File: config.mk
export PLATFORM = sky130hd
export DESIGN_NAME = debug_status_writer
export DESIGN_NICKNAME = d
export VERILOG_FILES = /design/src/rtl/debug_status_writer.sv
export SDC_FILE = /design/constraint.sdc
export NUM_CORES = 1
export LEC_CHECK = 0
export CORE_MARGIN = 8
export CORE_UTILIZATION = 31
export DETAILED_ROUTE_END_ITERATION = 12
export PLACE_DENSITY = 0.46
export SLEW_MARGIN = 10
export SYNTH_ARGS = -nofsm -noshare
export SYNTH_HDL_FRONTEND = slang
export SYNTH_SLANG_ARGS = --single-unit
export TNS_END_PERCENT = 5
File: constraint.sdc
create_clock -name i_clk25Mhz -period 4 [get_ports i_clk25Mhz]
set_input_delay 0.6 -clock i_clk25Mhz [delete_from_list [all_inputs] [get_ports i_clk25Mhz]]
set_output_delay 0.6 -clock i_clk25Mhz [all_outputs]
set_load 0.05 [all_outputs]
File: src/rtl/debug_status_writer.sv
// debug_status_writer: producer side of the visuMon debug-LED interface.
// Queues LED status updates in a small FIFO, drops writes that would not
// change the LED (per-LED shadow copy) and emits each remaining update as a
// debugInfo word framed by an active-low chip select.
//
// Ports:
//   i_clk25Mhz   system clock (25 MHz)
//   i_reset      synchronous reset, active-high
//   i_valid      request valid
//   o_ready      FIFO not full (combinational from FIFO count)
//   i_ledNo      LED index of request
//   i_color      colour code: 0 red, 1 green, 2 blue, 3 yellow
//   i_status     1 = LED on, 0 = off
//   o_cs         visuMon chip select, active-low
//   o_ledNo      debugInfo.ledNo
//   o_color      debugInfo.color
//   o_status     debugInfo.status
//   o_busy       writer active or FIFO not empty
//   o_dropCount  saturating count of rejected requests
module debug_status_writer #(
    parameter int unsigned NUM_LEDS    = 8,
    parameter int unsigned FIFO_DEPTH  = 4,
    parameter int unsigned HOLD_CYCLES = 2,
    parameter int unsigned GAP_CYCLES  = 1
) (
    input  logic       i_clk25Mhz,
    input  logic       i_reset,
    input  logic       i_valid,
    output logic       o_ready,
    input  logic [3:0] i_ledNo,
    input  logic [1:0] i_color,
    input  logic       i_status,
    output logic       o_cs,
    output logic [3:0] o_ledNo,
    output logic [1:0] o_color,
    output logic       o_status,
    output logic       o_busy,
    output logic [7:0] o_dropCount
);

    localparam int unsigned PTR_W   = (FIFO_DEPTH > 1) ? $clog2(FIFO_DEPTH) : 1;
    localparam int unsigned CNT_W   = $clog2(HOLD_CYCLES + GAP_CYCLES + 1);
    localparam int unsigned ENTRY_W = 7;

    typedef enum logic [1:0] {IDLE, SETUP, STROBE, GAP} state_t;

    // FIFO storage: entry = {ledNo, color, status}
    logic [FIFO_DEPTH-1:0][ENTRY_W-1:0] r_mem;
    logic [PTR_W-1:0]                   r_wr_ptr;
    logic [PTR_W-1:0]                   r_rd_ptr;
    logic [PTR_W:0]                     r_count;

    state_t                             r_state;
    logic [CNT_W-1:0]                   r_cnt;

    // Shadow sized for the full 4-bit index space so lookups never go out of range
    logic [15:0]                        r_shadow_valid;
    logic [15:0]                        r_shadow_status;
    logic [15:0][1:0]                   r_shadow_color;

    logic                               w_full;
    logic                               w_empty;
    logic                               w_idx_ok;
    logic                               w_push;
    logic                               w_pop;
    logic                               w_drop;
    logic                               w_match;
    logic [ENTRY_W-1:0]                 w_head;

    assign w_full   = (r_count == (PTR_W+1)'(FIFO_DEPTH));
    assign w_empty  = (r_count == '0);
    assign o_ready  = !w_full;
    assign w_idx_ok = (32'(i_ledNo) < NUM_LEDS);
    assign w_push   = i_valid && !w_full && w_idx_ok;
    // Out-of-range index is consumed but counted; valid while full is refused and counted
    assign w_drop   = i_valid && (w_full || !w_idx_ok);
    assign w_pop    = (r_state == IDLE) && !w_empty;
    assign w_head   = r_mem[r_rd_ptr];
    assign w_match  = r_shadow_valid[w_head[6:3]]
                   && (r_shadow_color[w_head[6:3]] == w_head[2:1])
                   && (r_shadow_status[w_head[6:3]] == w_head[0]);

    // FIFO data array (no reset needed; qualified by count)
    always_ff @(posedge i_clk25Mhz) begin
        if (w_push) begin
            r_mem[r_wr_ptr] <= {i_ledNo, i_color, i_status};
        end
    end

    // FIFO pointers and occupancy
    always_ff @(posedge i_clk25Mhz) begin
        if (i_reset) begin
            r_wr_ptr <= '0;
            r_rd_ptr <= '0;
            r_count  <= '0;
        end else begin
            if (w_push) begin
                r_wr_ptr <= r_wr_ptr + PTR_W'(1);
            end
            if (w_pop) begin
                r_rd_ptr <= r_rd_ptr + PTR_W'(1);
            end
            if (w_push && !w_pop) begin
                r_count <= r_count + (PTR_W+1)'(1);
            end else if (!w_push && w_pop) begin
                r_count <= r_count - (PTR_W+1)'(1);
            end
        end
    end

    // Saturating drop counter
    always_ff @(posedge i_clk25Mhz) begin
        if (i_reset) begin
            o_dropCount <= '0;
        end else if (w_drop && (o_dropCount != 8'hFF)) begin
            o_dropCount <= o_dropCount + 8'd1;
        end
    end

    // Write sequencer; o_cs/o_busy are registered from the current state,
    // so the strobe appears on the pins one cycle after the state enters STROBE
    always_ff @(posedge i_clk25Mhz) begin
        if (i_reset) begin
            r_state         <= IDLE;
            r_cnt           <= '0;
            o_cs            <= 1'b1;
            o_ledNo         <= '0;
            o_color         <= '0;
            o_status        <= 1'b0;
            o_busy          <= 1'b0;
            r_shadow_valid  <= '0;
            r_shadow_status <= '0;
            r_shadow_color  <= '0;
        end else begin
            o_cs   <= (r_state != STROBE);
            o_busy <= (r_state != IDLE) || !w_empty;
            case (r_state)
                IDLE: begin
                    // Matching entries are discarded here at one per cycle
                    if (!w_empty && !w_match) begin
                        o_ledNo  <= w_head[6:3];
                        o_color  <= w_head[2:1];
                        o_status <= w_head[0];
                        r_state  <= SETUP;
                    end
                end
                SETUP: begin
                    r_cnt   <= '0;
                    r_state <= STROBE;
                end
                STROBE: begin
                    if (r_cnt == CNT_W'(HOLD_CYCLES - 1)) begin
                        r_shadow_valid[o_ledNo]  <= 1'b1;
                        r_shadow_color[o_ledNo]  <= o_color;
                        r_shadow_status[o_ledNo] <= o_status;
                        r_cnt                    <= '0;
                        r_state                  <= GAP;
                    end else begin
                        r_cnt <= r_cnt + CNT_W'(1);
                    end
                end
                GAP: begin
                    if (r_cnt == CNT_W'(GAP_CYCLES - 1)) begin
                        r_cnt   <= '0;
                        r_state <= IDLE;
                    end else begin
                        r_cnt <= r_cnt + CNT_W'(1);
                    end
                end
                default: begin
                    r_state <= IDLE;
                end
            endcase
        end
    end

endmodule
==> summary.md <==
| Metric | Value |
|---|---|
| Initial antenna violation count | `0` |
| Crit path largest cell delay | `720 ps` |
| Dominant synthesized flop cell | `dfxtp_1` |
| Met2 wire len | `6550 µm` |
| Clk slew on worst S/H paths | `60 ps` |
| Area growth syn-to-layout | `19.6%` |
| Vias in the first global route | `3953` |
| Core Footprint | `0.0170 mm²` |
| Final #Nets | `551` |
| Number of fill cells in the layout | `1664` |
| Crit path max fanout | `15` |
| Die Y-Extent | `147 µm` |
| Post-synthesis sequential area ratio | `50.5%` |
| Post-route DRC | `0` |
| Slew Limit Fails | `0` |
| Starting Density | `31.2%` |
| Crit share post-route | `81.8%` |
| Synth area leader | `dfxtp_1` |
| Setup TNS | `0 ps` |
| Clock Latency Late Sink | `410 ps` |
| Worst Setup Path Type | `reg2reg` |
| Seq cells post-synth | `120` |
| Vias | `3702` |
| Die area | `0.0216 mm²` |
| Max-cap violations | `0` |
| Worst rel slew slack | `20.2%` |
| CP max stage cell | `mux4_2` |
| TritonRoute pass-1 iters | `4` |
| Largest net degree at the start of global routing | `49` |
| CTS tree | `yes` |
| Post-synthesis cell type count | `52` |
| CTS Sinks | `120` |
| Commonest cells after routing, fill and taps aside | `nor2_1, dfxtp_1, mux2i_1` |
| Post-CTS Repair Setup Buffers | `0` |
| Fin. Hold Viols | `0` |
| Async SR Flop Fraction | `0%` |
| First-pass GRT wire length | `21200 µm` |
| Worst Clk Skew | `6.00 ps` |
| Root Buffer | `clkbuf_16` |
| Layout cells sized above 1 | `9.80%` |
| Starting DRT DRC Count | `194` |
| Routed WL | `13000 µm` |
| Share of the synthesized area in the top cell type | `34.7%` |
| Hold Buf Count CTS | `0` |
| Hpwl dp | `9060 µm` |
| Ant diodes | `0` |
| Number of synthesized flops with an enable pin | `28` |
| Syn avg cell area | `10.5 µm²` |
| Clk buf depth | `2` |
| CP startpoint kind | `flop` |
| Worst slew pin tran | `1190 ps` |
| Routed length on met3 | `436 µm` |
| Die W | `147 µm` |
| TritonCTS Buffers | `17` |
| Most common cell after layout, fill and taps aside | `nor2_1` |
| Highest clock rate | `0.306 GHz` |
| Ys Warns | `0` |
| Routed Antenna Nets | `0` |
| Cell Count, Final, Fillers Out | `766` |
| Cts repair resizes | `0` |
| Cells after Synth | `505` |
| Hold Crit Depth | `2` |
| Pwr Density | `651 mW/mm²` |
| Routed vias/inst | `4.83` |
| Routability cong. | `0.795` |
| GRT Resource Usage Total | `12.7%` |
| Worst Path Required | `4320 ps` |
| Critical path arrival | `3590 ps` |
| IO buf count | `27` |
| Fin crit period | `3270 ps` |
| Per-cell routed wire length | `16.9 µm` |
| Mapped Nets | `528` |
| Dpl cells | `734` |
| Total I/O pin count | `28` |
| Worst R2R Setup Slack | `730 ps` |
| Peak supply drop | `310 µV` |
| GR Overflow Total | `0` |
| Pleak | `2.36 nW` |
| Hold Crit Class | `reg2reg` |
| Final setup viols | `0` |
| Worst reg-to-reg path cell count | `9` |
| Worst setup EP type | `flop` |
| Critical Path, Cell by Cell | `buf_4, mux4_2, and2b_1, a22oi_1, and3_1, o221ai_1, a2111oi_1, nor2_1, o31ai_1` |
| Top post-synthesis cells by area | `dfxtp_1, edfxtp_1, mux2i_1, nor2_1, mux4_2` |
| FP Rows | `48` |
| RSZ-0062 raised after global routing | `false` |
| Post-synthesis cell area | `0.00531 mm²` |
| Highest routed layer | `met4` |
| H-tree levels | `4` |
| Run status | `completed` |
| Met1 wire length | `5700 µm` |
## final cells by class
cell class / instances / area, µm² / share of cell area, %
clock buffers: 22 / 484 / 7.63
clock inverters: 10 / 98.8 / 1.56
inverters: 17 / 63.8 / 1.01
multi-input cells: 339 / 2410 / 38.0
flip-flops and latches: 120 / 2680 / 42.3
well taps: 225 / 282 / 4.43
repair buffers: 33 / 323 / 5.08
## synthesized netlist by cell type, drive strengths merged (11+ instances only)
master,instances
inv,17
o21ai,14
clkbuf,19
mux2i,68
nand3,15
mux4,11
nand2,20
dfxtp,92
edfxtp,28
ha,12
a21oi,25
nor2,98
## where the power goes
part | internal [mW] | switching (mW)
Combinational | 0.434 | 0.724
Clock | 0.970 | 0.523
Sequential | 1.33 | 0.153
## metrics by stage
stage               worst slack (ps)  total power, mW  cell area, µm²  utilization [%]  hold slack (ps)
finish                           727             4.13            6350             37.4              447
global placement                 772             2.66            5770             33.9              434
global route                     404             4.34            6350             37.4              474
floorplan                       1140             2.33            5310                -              422
detailed placement               723             2.68            5770             33.9              439
CTS                              672             4.18            6350             37.4              447
## routing by layer
layer / track usage, % / up-vias
li1: - / 1826
met1: 14.4 / 1796
met2: 21.7 / 60
met3: 4.03 / 20
met4: 5.51 / 0
met5: 0 / -
## sequential cells by signal, summed over array words and instances (netlist names), 2 cells and up
register         cells
r_wr_ptr             2
o_color              2
r_count              3
r_shadow_valid      16
r_shadow_color      32
r_state              2
r_rd_ptr             2
r_mem               28
r_cnt                2
o_ledNo              4
r_shadow_status     16
o_dropCount          8
## logic make-up after synthesis
group	count (synthesis)	share of synthesized area [%]
buffers and inverters	46	3.98
adder cells (fa/ha/maj)	13	3.21
flip-flops	120	50.5
XOR/XNOR	13	2.14
AO/OA/AOI/OAI	64	7.90
AND/OR/NAND/NOR	166	13.8
multiplexers	83	18.4
## worst paths after layout
| kind | start | end |
|---|---|---|
| max | r_rd_ptr[0] | r_state[1] |
| min | r_shadow_valid[2] | r_shadow_valid[2] |
| max reg2reg | r_rd_ptr[0] | r_state[1] |
| min reg2reg | r_shadow_valid[2] | r_shadow_valid[2] |
## worst max-delay path: cells and delay by family (launching register included)
kind / cells / cell delay, ps
buffers and inverters: 1 / 220
DFF: 1 / 350
and+or+nand+nor: 3 / 620
AOI/OAI and AO/OA: 4 / 1260
muxes: 1 / 720
Note: power is estimated with default switching activity, not from simulation.
